**src/rtl/uart_rx_ext.sv**
```systemverilog
// Parametrised UART receiver: configurable data width, optional parity, 1/2 stop bits,
// input synchroniser, and per-frame parity/framing/break status.
module uart_rx_ext #(
  parameter int DIVISOR      = 9,
  parameter int SAMPLE_PHASE = DIVISOR / 2,
  parameter int DATA_BITS    = 8,
  parameter int PARITY       = 0,
  parameter int STOP_BITS    = 1,
  parameter int SYNC_STAGES  = 2
) (
  input  logic                 clk,
  input  logic                 i_reset,
  input  logic                 i_rx,
  output logic [DATA_BITS-1:0] o_data,
  output logic                 o_data_valid,
  output logic                 o_parity_err,
  output logic                 o_frame_err,
  output logic                 o_break,
  output logic                 o_busy
);

  localparam int CW = (DIVISOR > 1) ? $clog2(DIVISOR) : 1;
  localparam int IW = $clog2(DATA_BITS + 1);
  localparam logic [CW-1:0] SAMPLE_C = CW'(SAMPLE_PHASE);
  localparam logic [CW-1:0] WRAP_C   = CW'(DIVISOR - 1);
  localparam logic [IW-1:0] LAST_DATA = IW'(DATA_BITS - 1);
  localparam logic [IW-1:0] LAST_STOP = IW'(STOP_BITS - 1);

  typedef enum logic [2:0] {IDLE, START, DATA, PAR, STOP, BRK_WAIT} state_t;

  state_t                state_q, state_nx;
  logic [SYNC_STAGES-1:0] sync_q;
  logic                  rx_s;
  logic [CW-1:0]         cnt_q, cnt_nx;
  logic [IW-1:0]         idx_q, idx_nx;
  logic [DATA_BITS-1:0]  shreg_q, shreg_nx;
  logic                  perr_q, perr_nx;
  logic                  ferr_q, ferr_nx;
  logic                  zero_q, zero_nx;
  logic [DATA_BITS-1:0]  data_nx;
  logic                  valid_nx, perr_out_nx, ferr_out_nx, brk_nx;
  logic                  sample, wrap, parity_exp, stop_ferr, stop_zero;

  assign rx_s       = sync_q[SYNC_STAGES-1];
  assign sample     = (cnt_q == SAMPLE_C);
  assign wrap       = (cnt_q == WRAP_C);
  assign parity_exp = (PARITY == 1) ? ~^shreg_q : ^shreg_q;
  assign stop_ferr  = ferr_q | ~rx_s;
  assign stop_zero  = zero_q & ~rx_s;
  assign o_busy     = (state_q != IDLE);

  // NOTE: every signal gets a default before the case so no path leaves one unassigned (no latches).
  always_comb begin
    state_nx    = state_q;
    cnt_nx      = wrap ? '0 : cnt_q + CW'(1);
    idx_nx      = idx_q;
    shreg_nx    = shreg_q;
    perr_nx     = perr_q;
    ferr_nx     = ferr_q;
    zero_nx     = zero_q;
    data_nx     = o_data;
    valid_nx    = 1'b0;
    perr_out_nx = 1'b0;
    ferr_out_nx = 1'b0;
    brk_nx      = 1'b0;
    unique case (state_q)
      IDLE: begin
        cnt_nx = '0;
        if (!rx_s) begin
          state_nx = START;
          idx_nx   = '0;
          perr_nx  = 1'b0;
          ferr_nx  = 1'b0;
          zero_nx  = 1'b1;
        end
      end
      START: begin
        if (sample && rx_s) state_nx = IDLE;
        else if (wrap)      state_nx = DATA;
      end
      DATA: begin
        if (sample) begin
          shreg_nx = {rx_s, shreg_q[DATA_BITS-1:1]};
          if (rx_s) zero_nx = 1'b0;
        end
        if (wrap) begin
          if (idx_q == LAST_DATA) begin
            idx_nx   = '0;
            state_nx = (PARITY != 0) ? PAR : STOP;
          end else begin
            idx_nx = idx_q + IW'(1);
          end
        end
      end
      PAR: begin
        if (sample) begin
          if (rx_s != parity_exp) perr_nx = 1'b1;
          if (rx_s) zero_nx = 1'b0;
        end
        if (wrap) state_nx = STOP;
      end
      STOP: begin
        if (wrap) idx_nx = idx_q + IW'(1);
        if (sample) begin
          ferr_nx = stop_ferr;
          zero_nx = stop_zero;
          // The last stop sample ends the frame immediately so a new start bit can follow.
          if (idx_q == LAST_STOP) begin
            valid_nx    = 1'b1;
            data_nx     = shreg_q;
            perr_out_nx = perr_q;
            ferr_out_nx = stop_ferr;
            brk_nx      = stop_zero;
            state_nx    = stop_zero ? BRK_WAIT : IDLE;
          end
        end
      end
      BRK_WAIT: begin
        cnt_nx = '0;
        if (rx_s) state_nx = IDLE;
      end
      default: state_nx = IDLE;
    endcase
  end

  // NOTE: sequential state uses non-blocking assignments so all flops update from pre-edge values.
  always_ff @(posedge clk) begin
    if (i_reset) state_q <= IDLE;
    else         state_q <= state_nx;
  end

  // NOTE: every flop here, shift register included, is cleared so an aborted frame leaves no residue.
  always_ff @(posedge clk) begin
    if (i_reset) begin
      sync_q       <= '1;
      cnt_q        <= '0;
      idx_q        <= '0;
      shreg_q      <= '0;
      perr_q       <= 1'b0;
      ferr_q       <= 1'b0;
      zero_q       <= 1'b0;
      o_data       <= '0;
      o_data_valid <= 1'b0;
      o_parity_err <= 1'b0;
      o_frame_err  <= 1'b0;
      o_break      <= 1'b0;
    end else begin
      sync_q       <= {sync_q[SYNC_STAGES-2:0], i_rx};
      cnt_q        <= cnt_nx;
      idx_q        <= idx_nx;
      shreg_q      <= shreg_nx;
      perr_q       <= perr_nx;
      ferr_q       <= ferr_nx;
      zero_q       <= zero_nx;
      o_data       <= data_nx;
      o_data_valid <= valid_nx;
      o_parity_err <= perr_out_nx;
      o_frame_err  <= ferr_out_nx;
      o_break      <= brk_nx;
    end
  end

endmodule

```
**config.mk**
```make
export PLATFORM = sky130hd
export DESIGN_NAME = uart_rx_ext
export DESIGN_NICKNAME = d
export VERILOG_FILES = /design/src/rtl/uart_rx_ext.sv
export SDC_FILE = /design/constraint.sdc
export NUM_CORES = 1
export LEC_CHECK = 0
export BUFFER_PORTS_ARGS = -buffer_cell sky130_fd_sc_hd__buf_4
export CAP_MARGIN = 40
export CELL_PAD_IN_SITES_DETAIL_PLACEMENT = 0
export CELL_PAD_IN_SITES_GLOBAL_PLACEMENT = 1
export CORE_UTILIZATION = 30
export CTS_CLUSTER_SIZE = 14
export DETAILED_ROUTE_END_ITERATION = 7
export PLACE_DENSITY_LB_ADDON = 0.12
export SLEW_MARGIN = 30
export SYNTH_ARGS = -nofsm -noshare
export SYNTH_HDL_FRONTEND = slang
export SYNTH_SLANG_ARGS = --single-unit
```
**constraint.sdc**
```tcl
create_clock -name clk -period 2.4 [get_ports clk]
set_input_delay 0.12 -clock clk [delete_from_list [all_inputs] [get_ports clk]]
set_output_delay 0.12 -clock clk [all_outputs]
set_load 0.005 [all_outputs]
```
# [Word level (Yosys, flattened, before mapping)]
# Cells that the tools add are included.
[word_totals] ff_bits=36 inputBits=3 out_inout_bits=13 word_cells=91
[classes] n_addsub=2 n_eq_ne=22 mux=28 n_bitwise=6 n_reduce_logical=20
[ops] op="two-way mux 3 bit" n=10
[ops] op="inequality test 2 bit, second input constant" n=10
[ops] op="case mux 3 bit (6 select lines)" n=1
[ops] op="two-way mux 4 bit" n=4
[ops] op="case mux 4 bit (3 select lines)" n=1
[ops] op="two-way mux 1 bit" n=9
[ops] op="nonzero test 3 bit" n=3
[ops] op="adder 4 x 1 -> 4 bit, second input constant" n=2
[ops] op="== test 4 x 3 -> 1 bit, second input constant" n=2
[ops] op="AND reduction 4 bit" n=2
[ops] op="AND reduction 8 bit" n=1
[ops] op="OR reduction 4 bit" n=2
[ops] op="XOR reduction 8 bit" n=1
[ops] op="== test 3 x 2 -> 1 bit, second input constant" n=2
[ops] op="== test 3 bit, second input constant" n=2
[ops] op="AND reduction 3 bit" n=2
[ops] op="AND reduction 5 bit" n=1
[ops] op="== test 4 bit, second input constant" n=1
[ops] op="zero test 4 bit" n=1
[ops] op="inequality test 2 x 1 -> 1 bit, second input constant" n=2
[ops] op="NOT 1 bit" n=4
[ops] op="case mux 1 bit (2 select lines)" n=2
[ops] op="nonzero test 2 bit" n=2
[ops] op="== test 3 x 1 -> 1 bit, second input constant" n=1
[ops] op="10 further kinds" n=10

# [Depth between registers and ports, before layout]
# Gate-level depths: netlist (run 1).
[logic_depth] word_depth=6 ltp_mapped=8 ltp_nobuf=7

# [Least setup slack after synthesis (run 1)]
# Ideal clock, no wire load.
[synth_timing] path_kind="register to register" from="reg cnt_q[0]" to="reg state_q[0]" setup_ns=0.070 arrival_ns=1.619 required_time_ns=2.330 path_slack_ns=0.711 stages_incl_launch_ff=8 n_path_buf=0 period_less_slack_ns=1.689 path_cell_list="dfxtp_1 > inv_1 > ha_1 > nand3b_1 > o41ai_1 > o2111ai_1 > a2111o_1 > a21oi_1"
[synth_via] elab_chain_cells=4 word_cells_on_any_way=10 cone_classes="eq/ne: 6; mux: 2; reduce/logical: 2"
[synth_lines] element="start: declaration" line="34" rtl="logic [CW-1:0] cnt_q, cnt_nx;"
[synth_lines] element="start signal: assignment" line="149" rtl="cnt_q <= cnt_nx;"
[synth_lines] element="== test 4 x 3 -> 1 bit" line="45" rtl="assign sample = (cnt_q == SAMPLE_C);"
[synth_lines] element="logical AND 1 bit" line="78" rtl="if (sample && rx_s) state_nx = IDLE;"
[synth_lines] element="inequality test 3 bit (no line) or two-way mux 3 bit (tied branches)"
[synth_lines] element="AND reduction 8 bit (no line) or case mux 3 bit (6 select lines) (tied branches)"
[synth_lines] element="end signal: assignment" line="129" rtl="else state_q <= state_nx;"
[synth_lines] element="end: declaration" line="31" rtl="state_t state_q, state_nx;"
# Several ways; a longest one is shown, not always the timed one.
# A chain may end at the register's enable or synchronous reset.

# [Final worst setup path (run 1)]
[layout_timing] from="reg state_q[0]" to="reg state_q[0]"
[layout_via] elab_chain_cells=3 word_cells_on_any_way=16 cone_classes="eq/ne: 13; mux: 1; reduce/logical: 2"
[layout_lines] element="== test 3 x 1 -> 1 bit (tied with other cells)" line="66" rtl="unique case (state_q)"
[layout_lines] element="inequality test 3 bit (no line) or inequality test 2 bit (tied branches)"
[layout_lines] element="AND reduction 8 bit (no line)"
# Several ways; a longest one is shown, not always the timed one.

==> flow_metrics.tcl, run 1 <==
set metrics [dict create \
    place_congestion 0.773 \
    clock_path_buffers 2 \
    dieArea_sq_um 5780 \
    path_buf_inv 0 \
    ys_ff_latch 36 \
    tritoncts "done" \
    die_y_microns 76.0 \
    grt-ovfl-total 0 \
    yosysSeqAreaShare_pct 43.8 \
    swShare_pct 27.5 \
    yosysWarnings 0 \
    period_minus_slack_ns 1.95 \
    synth_edf_count 0 \
    num_antenna_cells 0 \
    p_int_mw 1.04 \
    cp-start-kind "flip-flop" \
    grt_max_degree 34 \
    yosys.cell_count.top_type "dfxtp_1" \
    cp_cell_sequence "or3b_1 > a21o_1 > o2111ai_1 > a2111o_1 > a21oi_1" \
    layout-drive-gt1-share_pct 18.7 \
    max_freq_ghz 0.513 \
    cpMaxStageDelayCell "dfxtp_1" \
    drtAntennaViolNets 0 \
    leakage_nw 0.772 \
    avgSynthCellArea_sq_um 9.34 \
    io-pin-count 16 \
    hold_violations 0 \
    crit_arrival_ns 2.18 \
    pwr-share-clk_pct 36.7 \
    rsz0062_at_grt "false" \
    synth.top_cells.by_count "dfxtp_1 (36), nor2_1 (27), mux2i_1 (16), a21oi_1 (10), xnor2_1 (8)" \
    grt_pass1_vias 1207 \
    dp_hpwl_microns 2230 \
    cap_violations 0 \
    slew_violations 0 \
    clk_pin_slew_ns 0.08 \
    wirelength_microns 3290 \
    core_area_sq_um 5200 \
    syn-num-nets 183 \
    min_period_over_period_pct 81.2 \
    dr_total_vias 1230 \
    ys.flop_type "dfxtp_1" \
    syn_area_sq_um 1640 \
    hp-class "input port to flip-flop" \
    cts_setup_buffers 0 \
    grt_pass1_wl_microns 5820 \
    cts_buffers 5 \
    synth_top_cell_area_share_pct 43.8 \
    tightestPinTransition_ns 0.694 \
    tns_ns 0 \
    critPathCaptureType "flip-flop" \
    placementRows 26 \
    layout.nets 199 \
    grt_usage_pct 12.6 \
    ir_drop_mv 0.260 \
    worstSetupPathType "flip-flop to flip-flop" \
    seqPwrFrac_pct 48.4 \
    synthCells 176 \
    fin_skew_ns 0.0128 \
    drtIter0Drc 53 \
    cts.sinks 36 \
    hold_ws_ns 0.0145 \
    status "finished, final reports clean" \
    dr.pass1.iters 4 \
    htree_levels 2 \
    areaGrowthSynthToFinish_pct 17.5 \
    p_comb_share_pct 14.9 \
    synth_cell_type_count 37 \
    powerDensity_nw_per_um2 741 \
    wl_per_cell_microns 12.5 \
    netlist_top_cells_area "dfxtp_1 (44%), mux2i_1 (9.7%), nor2_1 (6.2%)" \
    start_util_pct 31.6 \
    cts_resized 0 \
    switchingPower_mw 0.393 \
    antenna_found_initial 0 \
    port_buffers 15 \
    cp_max_fo 16 \
    fp.dieW_microns 76.0 \
    clk_latency_ns 0.29 \
    path_delay_family "compound AO/OA/AOI/OAI gates" \
    async_reset_ff_share_pct 0 \
    slew_headroom_pct 53.6 \
    cp.required_ns 2.63 \
    cts_hold_buf 0 \
    final-setup-viol-count 0 \
    max_stage_delay_ns 0.77 \
    route.detailed.drc 0 \
    yosysTopAreaCell "dfxtp_1" \
    vias_per_cell 4.68 \
    root_buffer "clkbuf_8" \
]
-- worst reg2reg max path, cell delays in order (launching register included) --
cell and delay, ns:
dfxtp_1 0.77, or3b_1 0.20, a21o_1 0.13, o2111ai_1 0.21, a2111o_1 0.43, a21oi_1 0.14
-- through the flow --
| step | instances | utilization (%) | area, sq um | setup WS, ns | power, mW |
|---|---|---|---|---|---|
| detailed placement | 255 | 35.0 | 1820 | 0.465 | 0.919 |
| finish | 263 | 37.1 | 1930 | 0.451 | 1.43 |
| global placement | 255 | 35.0 | 1820 | 0.508 | 0.917 |
| floorplan | 176 | - | 1640 | 0.711 | 0.861 |
| global route | 263 | 37.1 | 1930 | 0.290 | 1.53 |
| CTS | 263 | 37.1 | 1930 | 0.450 | 1.45 |
-- cells in the final DEF (no fill, tap or decap), types with 3 or more instances in the layout --
| cell type | n |
|---|---|
| o21ai_0 | 4 |
| clkbuf_8 | 5 |
| nor2_1 | 27 |
| mux2i_1 | 16 |
| dfxtp_1 | 36 |
| xnor2_1 | 8 |
| buf_4 | 17 |
| a21oi_1 | 10 |
| xor2_1 | 3 |
| nand3b_1 | 5 |
| nand2b_1 | 4 |
| ha_1 | 4 |
| or2_2 | 6 |
| inv_1 | 7 |
| nand2_1 | 6 |
-- logic make-up (layout without fill, tap and decap cells) --
logic type / count (synthesis) / in the layout / share of synthesized area, %
xor+xnor: 11 / 11 / 5.86
compound gates: 24 / 24 / 9.13
simple gates: 70 / 70 / 24.7
fa+ha+maj: 4 / 4 / 3.04
mux: 16 / 16 / 9.74
flops: 36 / 36 / 43.8
buf+inv: 15 / 32 / 3.73
-- power by group through the flow --
stage                     registers, mW  clock network (mW)  logic (mW)
after CTS                         0.691               0.545       0.215
after detailed placement          0.705                   0       0.214
after global placement            0.702                   0       0.215
after floorplan                   0.664                   0       0.198
final                             0.692               0.526       0.213
after global routing              0.701               0.580       0.245
-- final timing paths --
kind	start	end	slack, ns	depth (start not counted)
worst min-delay path	i_rx	sync_q[0]	0.01	2
worst max-delay path	state_q[0]	state_q[0]	0.45	5
worst max register to register	state_q[0]	state_q[0]	0.45	5
worst min register to register	sync_q[0]	sync_q[1]	0.43	1
-- flip-flops by register name, indices dropped and copies added, names as in the netlist --
register,flops
state_q,3
sync_q,2
o_frame_err,1
o_data_valid,1
idx_q,4
o_data,8
o_break,1
perr_q,1
zero_q,1
shreg_q,8
ferr_q,1
o_parity_err,1
cnt_q,4
-- area by class of cell --
type                            count  area (sq um)
Clock buffer                        6          72.6
Clock inverter                      2          35.0
Fill cell                         558          3270
Inverter                            7          26.3
Multi-Input combinational cell    125           862
Sequential cell                    36           721
Tap cell                           70          87.6
Timing Repair Buffer               17           128
-- layer usage --
metal  share of wire, %  vias up  track usage [%]
met5                  0        -                0
met4                1.7        0             6.15
met3                3.5        6             3.95
met2                 44       25             19.5
met1                 51      569             15.9
li1                   -      630                -
Power figures use the tool's default switching activity.
==> run 2, diff against run 1 <==
clock period = 1.8 ns   (was 2.4 ns; I/O delays follow)
==> run 2 against run 1 <==
Combinational power increased by 130%. Highest routed layer unchanged. First-iteration DRC count down 1.9%. Via count grew 7.2%. Core utilization up 4.3 points. Worst setup slack got worse by 0.44 ns. Clock-buffer cell count grew 1.
==> flow_metrics.tcl, run 2 (same netlist as run 1, synthesis figures left out) <==
set metrics [dict create \
    grt_max_degree 34 \
    dr_total_vias 1319 \
    num_antenna_cells 0 \
    place_congestion 0.736 \
    cp_max_fo 5 \
    clk_latency_ns 0.28 \
    p_total_mw 2.12 \
    htree_levels 2 \
    fill_cells 542 \
    tritoncts "done" \
    placementRows 26 \
    dp.cells 268 \
    wl_per_cell_microns 12.6 \
    rr_endpoint "state_q[0]" \
    cpMaxStageDelayCell "a2111o_1" \
    antenna_found_initial 0 \
    fin_skew_ns 0.00667 \
    layout_common_cells "dfxtp_1 (33), buf_4 (33), nor2_1 (27)" \
    grt-ovfl-total 0 \
    max_freq_ghz 0.560 \
    setup_slack_ns 0.0146 \
    max_stage_delay_ns 0.40 \
    grt_pass1_vias 1228 \
    grt_usage_pct 13.1 \
    vias_per_cell 4.69 \
    r2r_start "cnt_q[1]" \
    route.detailed.drc 0 \
    period_minus_slack_ns 1.79 \
    areaGrowthSynthToFinish_pct 31.0 \
    layout.nets 217 \
    reg2reg_depth 7 \
    slew_headroom_pct 70.0 \
    cap_violations 0 \
    fp.dieW_microns 76.0 \
    cp-start-kind "flip-flop" \
    hp-class "input port to flip-flop" \
    cts.sinks 36 \
    wirelength_microns 3540 \
    critPathCaptureType "flip-flop" \
    drtAntennaViolNets 0 \
    maxUsedRoutingLayer "met4" \
    dp_hpwl_microns 2460 \
    met3_length_microns 127 \
    finish.utilization_pct 41.4 \
    drt-met1-wl_microns 1770 \
    r2r_setup_slack_ns 0.01 \
    pwr-share-clk_pct 36.1 \
    whs_path_depth 2 \
    status "finished, final reports clean" \
    path_delay_family "compound AO/OA/AOI/OAI gates" \
    leakage_nw 0.875 \
    place_ws_ns -0.0953 \
    min_period_over_period_pct 99.2 \
    dr.pass1.iters 4 \
    dieArea_sq_um 5780 \
    hold_path.startpoint "i_reset" \
    die_y_microns 76.0 \
    core_area_sq_um 5200 \
    clock_path_buffers 2 \
    p_int_mw 1.55 \
    hold_violations 0 \
    path_buf_inv 1 \
    rsz0062_at_grt "true" \
    drtIter0Drc 52 \
    crit_arrival_ns 2.01 \
    start_util_pct 31.6 \
    powerDensity_nw_per_um2 986 \
    cp_cell_sequence "inv_2 > ha_4 > nand3b_1 > o41ai_2 > o2111ai_2 > a2111o_1 > a21oi_2" \
    ir_drop_mv 0.384 \
    min_to "shreg_q[3]" \
    slew_violations 0 \
    layout.cells.non_filler 281 \
    final_area_sq_um 2150 \
    worstSetupPathType "flip-flop to flip-flop" \
    swShare_pct 26.9 \
    wl_met2_microns 1590 \
    p_comb_share_pct 22.7 \
    clk_pin_slew_ns 0.07 \
    tightestPinTransition_ns 0.445 \
    largestRegisters "o_data (8), shreg_q (8)" \
    switchingPower_mw 0.570 \
    layout-drive-gt1-share_pct 30.8 \
    grt_pass1_wl_microns 6020 \
    cp.required_ns 2.02 \
    cts_buffers 5 \
    place_area_sq_um 1920 \
    port_buffers 15 \
    final-setup-viol-count 0 \
    seqPwrFrac_pct 41.3 \
    io-pin-count 16 \
    root_buffer "clkbuf_8" \
]
[run 2: metrics by stage]
step,hold slack [ns],setup TNS [ns]
2_1_floorplan,0.194,0
3_3_place_gp,0.278,-0.00383
3_5_place_dp,0.277,-0.141
4_1_cts,0.186,-0.0269
5_1_grt,0.204,-0.114
6_report,0.195,0
[run 2: timing repair]
item	CTS	global route
endpoints found under the hold margin	1	0
hold buffers	1	0
pin swaps	1	7
setup buffers	0	4
gates resized for setup	3	11
endpoints found under the setup margin	3	13
[run 2: final cells by class]
| class | instances | area [sq um] | area share [%] |
|---|---|---|---|
| Timing Repair Buffer | 35 | 278 | 12.9 |
| Inverter | 7 | 26.3 | 1.22 |
| Sequential cell | 36 | 724 | 33.6 |
| Multi-Input combinational cell | 125 | 911 | 42.3 |
| Clock buffer | 7 | 96.3 | 4.47 |
| Clock inverter | 1 | 30.0 | 1.39 |
| Tap cell | 70 | 87.6 | 4.07 |
[run 2: power by group through the flow]
stage	clock, mW	sequential [mW]	combinational [mW]
floorplan	0	0.885	0.264
global placement	0	0.886	0.399
detailed placement	0	0.884	0.406
CTS	0.789	0.871	0.425
global route	0.838	0.879	0.525
finish	0.766	0.876	0.481
[run 2: worst max path at each step]
stage / from / slack (ns) / to / depth (start not counted)
after detailed placement: cnt_q[0] / -0.1 / state_q[0] / 7
after global placement: cnt_q[0] / -0.004 / state_q[0] / 7
final: cnt_q[1] / 0.01 / state_q[0] / 7
after global routing: cnt_q[1] / -0.08 / state_q[0] / 7
after floorplan: cnt_q[0] / 0.11 / state_q[0] / 7
after CTS: cnt_q[0] / -0.03 / state_q[0] / 7
[run 2: layer usage]
metal  up-vias  global-route usage [%]
met5         -                       0
li1        666                       -
met3         7                    3.35
met1       626                    17.3
met4         0                    5.77
met2        20                    20.2
==> run 3, diff against run 2 <==
CORE_ASPECT_RATIO = 1.75   (was unset)
==> run 3 against run 2 <==
Core utilization decreased by 1.8 points. Sequential power decreased by 1%. Via count decreased by 0.83%. Maximum frequency increased by 0.41%. Clock-buffer cell count decreased by 1. First-iteration DRC count unchanged. Worst setup slack improved by 0.0073 ns. Wire length increased by 2.1%. Flip-flop and latch count unchanged. Critical path depth decreased by 2. Cell area decreased by 3.5%. Sequential share of layout area increased by 1.2 points. Largest cell class unchanged.
==> flow_metrics.tcl, run 3 (same netlist as run 1, synthesis figures left out) <==
set metrics [dict create \
    status "finished, final reports clean" \
    largestRegisters "o_data (8), shreg_q (8)" \
    crit_start "state_q[2]" \
    num_antenna_cells 0 \
    grt-ovfl-total 0 \
    wirelength_microns 3610 \
    htree_levels 2 \
    hold_violations 0 \
    fp.dieW_microns 58.0 \
    rr_endpoint "idx_q[3]" \
    dp_hpwl_microns 2680 \
    layout.cells.non_filler 264 \
    cp.required_ns 2.02 \
    powerDensity_nw_per_um2 931 \
    layout_commonest_cell "dfxtp_1" \
    cp_max_fo 6 \
    final-setup-viol-count 0 \
    core_area_sq_um 5260 \
    start_util_pct 31.3 \
    setup_slack_ns 0.0219 \
    grt_max_degree 34 \
    wl_per_cell_microns 13.7 \
    fill_cells 546 \
    route.detailed.drc 0 \
    cp-start-kind "flip-flop" \
    multi_input_area_sq_um 898 \
    slew_headroom_pct 68.4 \
    p_total_mw 1.93 \
    dr.pass1.iters 4 \
    ir_drop_mv 0.425 \
    crit_arrival_ns 2.00 \
    placementRows 35 \
    fin_skew_ns 0.00248 \
    finish.utilization_pct 39.5 \
    place_congestion 0.832 \
    r2r_setup_slack_ns 0.02 \
    leakage_nw 0.852 \
    max_freq_ghz 0.562 \
    grt_usage_pct 13.7 \
    place_ws_ns -0.0211 \
    tns_ns 0 \
    port_buffers 15 \
    rsz0062_at_grt "true" \
    io-pin-count 16 \
    cts_buffers 5 \
    slew_violations 0 \
    reg2reg_depth 5 \
    vias_per_cell 4.95 \
    critPathCaptureType "flip-flop" \
    tritoncts "done" \
    areaGrowthSynthToFinish_pct 26.3 \
    clock_path_buffers 2 \
    layout.nets 216 \
    drtAntennaViolNets 0 \
    layout-drive-gt1-share_pct 28.7 \
    worstSetupPathType "flip-flop to flip-flop" \
    grt_pass1_wl_microns 6130 \
    antenna_found_initial 0 \
    dieArea_sq_um 5790 \
    cap_violations 0 \
    dr_total_vias 1308 \
    root_buffer "clkbuf_8" \
    die_y_microns 99.9 \
    grt_pass1_vias 1339 \
    min_period_over_period_pct 98.8 \
    layout_common_cells "dfxtp_1 (34), buf_4 (31), nor2_1 (27)" \
    r2r_start "state_q[2]" \
    cts.sinks 36 \
    clk_pin_slew_ns 0.07 \
    dp.cells 254 \
    hp-class "input port to flip-flop" \
    cp-endpoint "idx_q[3]" \
    clk_latency_ns 0.29 \
    tightestPinTransition_ns 0.469 \
    drtIter0Drc 52 \
    seq_area_sq_um 723 \
    period_minus_slack_ns 1.78 \
]
[run 3: worst min path at each step]
stage             from          to  slack, ns  depth (start not counted)
2_1_floorplan     i_rx   sync_q[0]       0.19                          1
3_3_place_gp      i_rx   sync_q[0]       0.28                          2
3_5_place_dp      i_rx   sync_q[0]       0.28                          2
4_1_cts        i_reset   o_data[3]       0.19                          2
5_1_grt        i_reset  shreg_q[7]       0.21                          2
6_report       i_reset   o_data[3]       0.18                          2
[run 3: area by class of cell]
cell class	instances	share of cell area [%]
clock buffer	6	3.49
clock inverter	1	0.241
inverter	7	1.27
multi-input combinational	125	43.3
sequential	36	34.8
tap	55	3.31
timing repair buffer	34	13.6
[run 3: repair_timing]
action	4_1_cts	5_1_grt
endpoints found under the hold margin	1	0
pin swaps	1	8
setup buffers	0	2
endpoints found under the setup margin	1	23
hold buffers	1	0
resized for setup	1	9
[run 3: through the flow]
stage | area, sq um | hold WS, ns
finish | 2080 | 0.184
global route | 2080 | 0.212
CTS | 2020 | 0.189
detailed placement | 1920 | 0.282
global placement | 1920 | 0.278
floorplan | 1640 | 0.194
[run 3: critical path, cell delays in order, from the launching register on]
cell	delay (ns)
dfxtp_1	0.42
nor3b_2	0.35
o21a_2	0.23
nor2_2	0.06
or4_1	0.51
a21oi_1	0.14
[run 3: report_power, final]
| part | leakage, nW | switching (mW) | internal, mW |
|---|---|---|---|
| Combinational | 0.519 | 0.253 | 0.275 |
| Sequential | 0.292 | 0.0334 | 0.829 |
| Clock | 0.0410 | 0.279 | 0.263 |
[run 3: layer usage]
layer	GRT usage [%]	routed length [microns]
met4	6.78	82
met3	2.71	103
met1	14.0	1370
met5	0	0
met2	25.6	2050
